--- src/rtl/multi_digit_counter_pkg.sv ---
// Shared constants and helpers for the N-digit BCD counter.
// Optional feature macro used by the top: MULTI_DIGIT_COUNTER_DOWN_EN.
package multi_digit_counter_pkg;

  localparam int          DIGIT_W    = 4;
  localparam int          MAX_DIGITS = 8;
  localparam logic [3:0]  BCD_MAX    = 4'd9;
  localparam logic [3:0]  BCD_ZERO   = 4'd0;

  // A prescaler of 1 or 2 still needs one state bit.
  function automatic int prescale_w(input int p);
    return (p <= 2) ? 1 : $clog2(p);
  endfunction

  function automatic logic [DIGIT_W-1:0] bcd_sat(input logic [DIGIT_W-1:0] n);
    return (n > BCD_MAX) ? BCD_MAX : n;
  endfunction

endpackage

--- src/rtl/multi_digit_counter_bcd_digit.sv ---
// One BCD digit: synchronous reset, saturating parallel load, up/down step gated by the carry chain.
// Direction is supplied by the top (forced to up unless MULTI_DIGIT_COUNTER_DOWN_EN is defined).
module bcd_digit
  import multi_digit_counter_pkg::*;
(
  input  logic               clk,
  input  logic               rst,
  input  logic               step,
  input  logic               carry_in,
  input  logic               dir,
  input  logic               load,
  input  logic [DIGIT_W-1:0] load_nibble,
  output logic [DIGIT_W-1:0] nibble,
  output logic               carry_out
);

  logic [DIGIT_W-1:0] r_nibble;
  logic [DIGIT_W-1:0] w_next;

  always_comb begin
    w_next = r_nibble;
    if (dir) w_next = (r_nibble == BCD_ZERO) ? BCD_MAX  : r_nibble - 4'd1;
    else     w_next = (r_nibble == BCD_MAX)  ? BCD_ZERO : r_nibble + 4'd1;
  end

  always_ff @(posedge clk) begin
    if (rst)                   r_nibble <= BCD_ZERO;
    else if (load)             r_nibble <= bcd_sat(load_nibble);
    else if (step && carry_in) r_nibble <= w_next;
  end

  assign nibble    = r_nibble;
  assign carry_out = carry_in & (dir ? (r_nibble == BCD_ZERO) : (r_nibble == BCD_MAX));

endmodule

--- src/rtl/multi_digit_counter.sv ---
// N-digit BCD counter with tick prescaler, parallel load and wrap pulse.
// Define MULTI_DIGIT_COUNTER_DOWN_EN to honour the dir input (down counting); otherwise up-only.
module multi_digit_counter
  import multi_digit_counter_pkg::*;
#(
  parameter int DIGITS   = 2,
  parameter int PRESCALE = 4
) (
  input  logic                  multi_digit_counter_clk,
  input  logic                  multi_digit_counter_rst,
  input  logic                  multi_digit_counter_clk_rst,
  input  logic                  multi_digit_counter_en,
  input  logic                  multi_digit_counter_load,
  input  logic [4*DIGITS-1:0]   multi_digit_counter_load_val,
  input  logic                  multi_digit_counter_dir,
  output logic [4*DIGITS-1:0]   multi_digit_counter_digits,
  output logic                  multi_digit_counter_tick,
  output logic                  multi_digit_counter_wrap
);

  localparam int                PRE_W    = prescale_w(PRESCALE);
  localparam logic [PRE_W-1:0]  PRE_LAST = PRE_W'(PRESCALE - 1);
`ifdef MULTI_DIGIT_COUNTER_DOWN_EN
  localparam bit                DOWN_EN  = 1'b1;
`else
  localparam bit                DOWN_EN  = 1'b0;
`endif

  logic [PRE_W-1:0] r_pre;
  logic             r_tick;
  logic             r_wrap;
  logic             w_dir;
  logic             w_step_raw;
  logic             w_step;
  logic [DIGITS:0]  w_carry;

  assign w_dir      = DOWN_EN & multi_digit_counter_dir;
  assign w_step_raw = multi_digit_counter_en & (r_pre == PRE_LAST);
  // Load and clk_rst both suppress a coincident step; rst reaches the digits directly.
  assign w_step     = w_step_raw & ~multi_digit_counter_load & ~multi_digit_counter_clk_rst;
  assign w_carry[0] = 1'b1;

  always_ff @(posedge multi_digit_counter_clk) begin
    if (multi_digit_counter_rst || multi_digit_counter_load || multi_digit_counter_clk_rst) begin
      r_pre  <= '0;
      r_tick <= 1'b0;
      r_wrap <= 1'b0;
    end else begin
      if (multi_digit_counter_en) r_pre <= (r_pre == PRE_LAST) ? '0 : r_pre + 1'b1;
      r_tick <= w_step_raw;
      r_wrap <= w_step_raw & w_carry[DIGITS];
    end
  end

  for (genvar gi = 0; gi < DIGITS; gi++) begin : g_digit
    bcd_digit u_digit (
      .clk         (multi_digit_counter_clk),
      .rst         (multi_digit_counter_rst),
      .step        (w_step),
      .carry_in    (w_carry[gi]),
      .dir         (w_dir),
      .load        (multi_digit_counter_load),
      .load_nibble (multi_digit_counter_load_val[4*gi +: 4]),
      .nibble      (multi_digit_counter_digits[4*gi +: 4]),
      .carry_out   (w_carry[gi+1])
    );
  end

  assign multi_digit_counter_tick = r_tick;
  assign multi_digit_counter_wrap = r_wrap;

endmodule

--- config.mk ---
export PLATFORM = sky130hd
export DESIGN_NAME = multi_digit_counter
export DESIGN_NICKNAME = d
export VERILOG_FILES = /design/src/rtl/multi_digit_counter_pkg.sv /design/src/rtl/multi_digit_counter_bcd_digit.sv /design/src/rtl/multi_digit_counter.sv
export SDC_FILE = /design/constraint.sdc
export NUM_CORES = 1
export LEC_CHECK = 0
export CAP_MARGIN = 15
export CORE_UTILIZATION = 47
export DETAILED_ROUTE_END_ITERATION = 10
export PLACE_DENSITY = 0.78
export SYNTH_ARGS = -nofsm -noshare
export SYNTH_HDL_FRONTEND = slang
export SYNTH_HIERARCHICAL = 1
export SYNTH_SLANG_ARGS = --single-unit
export TNS_END_PERCENT = 1
--- constraint.sdc ---
create_clock -name multi_digit_counter_clk -period 1.9 [get_ports multi_digit_counter_clk]
set_input_delay 0.38 -clock multi_digit_counter_clk [delete_from_list [all_inputs] [get_ports multi_digit_counter_clk]]
set_output_delay 0.38 -clock multi_digit_counter_clk [all_outputs]
set_load 0.02 [all_outputs]
# --- Word level (Yosys, flattened, before mapping) ---
# Cells that the tools add are included.
# W data, S select, Z words.
word_totals:
  regBits: 12
  input_bits: 14
  output_inout_bits: 10
op_classes:
  n_addsub: 3
  magnitude_cmp: 2
  n_eq_ne: 3
  n_mux: 9
  bitwise_logic: 7
  reduce_logical: 5
ops:
  columns: ["op", "count"]
  rows:
  - ["$mux W4", 8]
  - ["$add A4 B1 Y4 const B", 2]
  - ["$eq A4 B4 Y1 const B", 2]
  - ["$gt A4 B4 Y1 const B", 2]
  - ["$and A1 B1 Y1", 5]
  - ["$reduce_bool A2 Y1", 2]
  - ["$add A2 B1 Y2 const B", 1]
  - ["$eq A2 B2 Y1 const B", 1]
  - ["$logic_or A1 B1 Y1", 2]
  - ["$mux W2", 1]
  - ["$not A1 Y1", 2]
  - ["$logic_and A1 B1 Y1", 1]

# --- Longest topological paths before layout ---
depth:
  word_depth: 7
  depth_mapped: 7
  ltp_nobuf: 7

# --- By module ---
# The synthesis kept the hierarchy.
modules_own_cells:
  columns: ["module", "instances", "cells_each", "area_each_um2", "seq_area_each_um2"]
  rows:
  - ["bcd_digit", 2, 44, 355.3, 80.1]
  - ["multi_digit_counter", 1, 18, 168.9, 80.1]

# --- Worst setup path after synthesis ---
# Ideal clock, no wire load.
synth_timing:
  kind: "flip-flop to flip-flop"
  start: "reg g_digit[0].u_digit.r_nibble[0]"
  end: "reg g_digit[1].u_digit.r_nibble[1]"
  arrival_ps: 1614
  setup_slack_ps: 148
  path_stages_with_launch: 8
  period_less_slack_ps: 1752
  path_cell_list: "dfxtp_1 nand2b_1 mux2i_1 and3_1 nand2_1 a21o_1 a221oi_2 a211oi_2"
synth_via:
  elab_chain_cells: 3
synth_rtl:
  columns: ["element", "line", "text"]
  rows:
  - ["start: declaration", "multi_digit_counter_bcd_digit.sv:17", "logic [DIGIT_W-1:0] r_nibble;"]
  - ["start signal: assignment", "multi_digit_counter_bcd_digit.sv:28", "else if (load) r_nibble <= bcd_sat(load_nibble);"]
  - ["start signal: assignment", "multi_digit_counter_bcd_digit.sv:29", "else if (step && carry_in) r_nibble <= w_next;"]
  - ["$eq A4 B4 Y1", "multi_digit_counter_bcd_digit.sv:33", "assign carry_out = carry_in & (dir ? (r_nibble == BCD_ZERO) : (r_nibble == BCD_MAX));"]
  - ["net w_carry[1]", "multi_digit_counter.sv:35", "logic [DIGITS:0] w_carry;"]
  - ["$logic_and A1 B1 Y1", "multi_digit_counter_bcd_digit.sv:29", null]
  - ["$reduce_bool A2 Y1 (no line)", null, null]
  - ["end signal: assignment", "multi_digit_counter_bcd_digit.sv:28", null]
  - ["end signal: assignment", "multi_digit_counter_bcd_digit.sv:29", null]
  - ["end: declaration", "multi_digit_counter_bcd_digit.sv:17", null]
# The timed path passes the listed nets, and every way through them passes these cells.
# A chain may end at the register's enable or synchronous reset.

# --- Final worst setup path ---
layout_timing:
  start: "reg g_digit[0].u_digit.r_nibble[1]"
  end: "out multi_digit_counter_digits[1]"
layout_rtl:
  columns: ["element", "line", "text"]
  rows:
  - ["end: declaration", "multi_digit_counter.sv:16", "output logic [4*DIGITS-1:0] multi_digit_counter_digits,"]
# No word-level cell between the ends.

==> parameters.txt <==
Parameter                              Value

Global route
  Global-route congestion overflow total    0
  Aggregate global-route resource usage    21.7%
  Number of antenna violations at the first check in global routing    0
  Maximum number of pins on one net before global-route repair    25
  Vias in the first global route    810
  First-pass GRT wire length    3320 µm

Routing
  Met3 routed WL    69 µm
  First-pass DRT Iterations    4
  Initial DRC count    15
  Drc violations    0
  Detail-routed via count per cell    5.33
  Vias after detailed routing    917
  DRT antenna net count    0
  Wirelength, routed    2000 µm
  Detail Route met2 WL    980 µm
  WL met1    929 µm
  Highest layer used for signal routing    met4
  Average wire length per cell after detail routing    11.6 µm

Clock network
  Clock buffer count from CTS    3
  Post-CTS setup repair buffer count    0
  Clock insertion delay at the later pin of the skew report    0.26 ns
  Clock tree from TritonCTS    yes
  Clock-pin slew on the worst setup and hold paths    0.08 ns
  Number of clock sinks    12
  Post-cts repair resize count    0
  Master cell of the clock root buffer    clkbuf_4
  Buffers from clock root to sink, at most    2
  Number of levels the H-tree was split into    1
  Cts-stage hold buffer count    0

Worst setup path
  Required time of the worst setup path    1.52 ns
  CP startpoint kind    register
  Nature of the critical path endpoint    primary output
  Worst Path Class, Setup    register to primary output
  Worst-path cell with the longest stage delay    clkdlybuf4s50_1
  Delay contributed by the slowest stage of the critical path    0.67 ns
  Endpoint arrival time on the critical path    1.46 ns
  Cell family contributing the most delay on the critical path    buffers and inverters
  Worst-path cell chain    clkdlybuf4s50_1
  Crit path buffers/inverters    1
  Peak fanout along the critical path    9

Placement
  Routability congestion estimate    0.763
  Count of input and output buffers    22
  DP HPWL    1520 µm
  DP Worst Slack    -0.120 ns

Timing
  Number of hold violations in the final report    0
  PnR worst setup slack    0.0643 ns
  Shortest period the worst path allows    1.84 ns
  Final worst hold slack    0.499 ns
  Number of failing setup endpoints in the final timing report    0
  Worst clock skew on the final layout    0.00200 ns
  Period Utilization, post-route    96.6%
  Top achievable clock speed    545 MHz
  Setup repair after global routing missed its margin    false
  Pins over their slew limit    0

Synth
  Library cell with the largest summed area after synthesis    dfxtp_1
  Sequential element share of the synthesized area    27.3%
  Number of storage elements in the synthesis netlist    12
  Mean instance size in the synthesized netlist    8.30 µm²
  Yosys warning total    6
  Post-synthesis instance area    880 µm²
  Post-synthesis cell type count    33
  Syn Inst Count    106
  Top-area cell type share of the netlist area    27.3%
  Dominant cells by area after synthesis    dfxtp_1 (27%), nand2b_1 (7.1%), nor2_1 (6.0%)

Die
  Initial Utilization    50.4%
  Floorplan Core Area    1750 µm²
  Chip Height    45.3 µm
  Die area    2050 µm²
  Horiz. Die Dim    45.3 µm
  Cell row count    15
  Num ports    24

Layout
  Layout net count    164
  Layout filler cell count    154
  Fraction of final layout cells sized beyond drive strength 1    18.4%
  Final core area utilization    71.9%
  Top library cells by usage in the layout, fill and taps aside    clkdlybuf4s50_1 (22), nor2_1 (14), dfxtp_1 (12), buf_4 (11), nand2b_1 (10)
  Most common cell after layout, fill and taps aside    clkdlybuf4s50_1
  Area of combinational cells with multiple inputs    658 µm²
  Antenna diode count    0
  Layout Area Growth over Synthesis    42.7%
  Register area    240 µm²

Power and ir drop
  Max VDD drop    367 µV
  Leakage    0.469 nW
  PwrDens    489 nW/µm²
  Total Power Consumption    0.000614 W

Flow run
  Number of violations of the max-capacitance limit    0

Status
  Status    finished, final reports clean

Worst hold path
  Hold Crit Class    register to register
==> routing by layer <==
metal | vias up | track usage [%]
li1 | 471 | -
met1 | 424 | 29.9
met2 | 20 | 34.2
met3 | 2 | 3.60
met4 | 0 | 7.27
met5 | - | 0
==> Yosys cell counts <==
library cell / number
a211oi_1: 2
nor2b_1: 2
and3_1: 2
o22ai_1: 2
a211oi_2: 2
a2111oi_2: 2
ha_1: 1
and2b_1: 2
a21oi_1: 4
a221o_1: 2
nor4_1: 1
nand3b_1: 2
xnor2_1: 2
nor3_2: 2
o211ai_1: 2
o21ai_0: 8
mux2i_1: 3
nand2b_1: 10
a21o_1: 2
nand2_1: 9
nor4b_1: 2
conb_1: 2
or3b_1: 1
or3_1: 1
o41ai_1: 2
clkbuf_1: 2
a21oi_2: 1
or2b_4: 2
a221oi_2: 2
nor2_1: 14
dfxtp_1: 12
nor3_1: 1
o22ai_2: 2
==> registers in the layout, summed over array words and instances, names as in the netlist <==
| signal | count |
|---|---|
| r_pre | 2 |
| multi_digit_counter_tick | 1 |
| g_digit.u_digit/nibble | 8 |
| multi_digit_counter_wrap | 1 |
==> power by group <==
part | switching (W) | internal [W]
clock | 0.0000824 | 0.0000730
sequential | 0.0000178 | 0.000263
combinational | 0.0000845 | 0.0000932
==> path summary, 6_finish.rpt <==
check / endpoint / depth (start not counted) / startpoint / slack [ns]
max reg2reg: g_digit[0].u_digit/nibble[2]$_SDFFE_PP0P_ / 8 / r_pre[0]$_SDFFE_PP0P_ / 0.19
max: multi_digit_counter_digits[1] / 1 / g_digit[0].u_digit/nibble[1]$_SDFFE_PP0P_ / 0.06
min: r_pre[1]$_SDFFE_PP0P_ / 2 / r_pre[1]$_SDFFE_PP0P_ / 0.50
min reg2reg: r_pre[1]$_SDFFE_PP0P_ / 2 / r_pre[1]$_SDFFE_PP0P_ / 0.50
==> worst min-delay path, delay by kind of cell, from the launching register on <==
kind             cells  cell delay [ns]
flip-flops           1             0.33
multiplexers         1             0.07
AND/OR/NAND/NOR      1             0.07
==> metrics by stage <==
| step | std cells | area [µm²] | setup TNS, ns |
|---|---|---|---|
| floorplan | 113 | 906 | 0 |
| detailed placement | 169 | 1230 | -0.592 |
| global route | 172 | 1250 | 0 |
| global placement | 169 | 1230 | -0.518 |
| CTS | 172 | 1250 | 0 |
| finish | 172 | 1250 | 0 |
==> cell type report <==
type                       instances  share of cell area [%]
sequential                        12                    19.1
multi-input combinational         99                    52.4
clock buffer                       3                    1.79
tap                               25                    2.49
timing repair buffer              33                    24.1
==> cells by family after synthesis <==
logic type               share of synthesized area, %
XOR/XNOR                                         1.99
other                                           0.854
buffers and inverters                           0.854
adder cells (fa/ha/maj)                          1.42
AO/OA/AOI/OAI                                    31.2
multiplexers                                     3.41
AND/OR/NAND/NOR                                  33.0
flip-flops                                       27.3
Power figures use the tool's default switching activity.
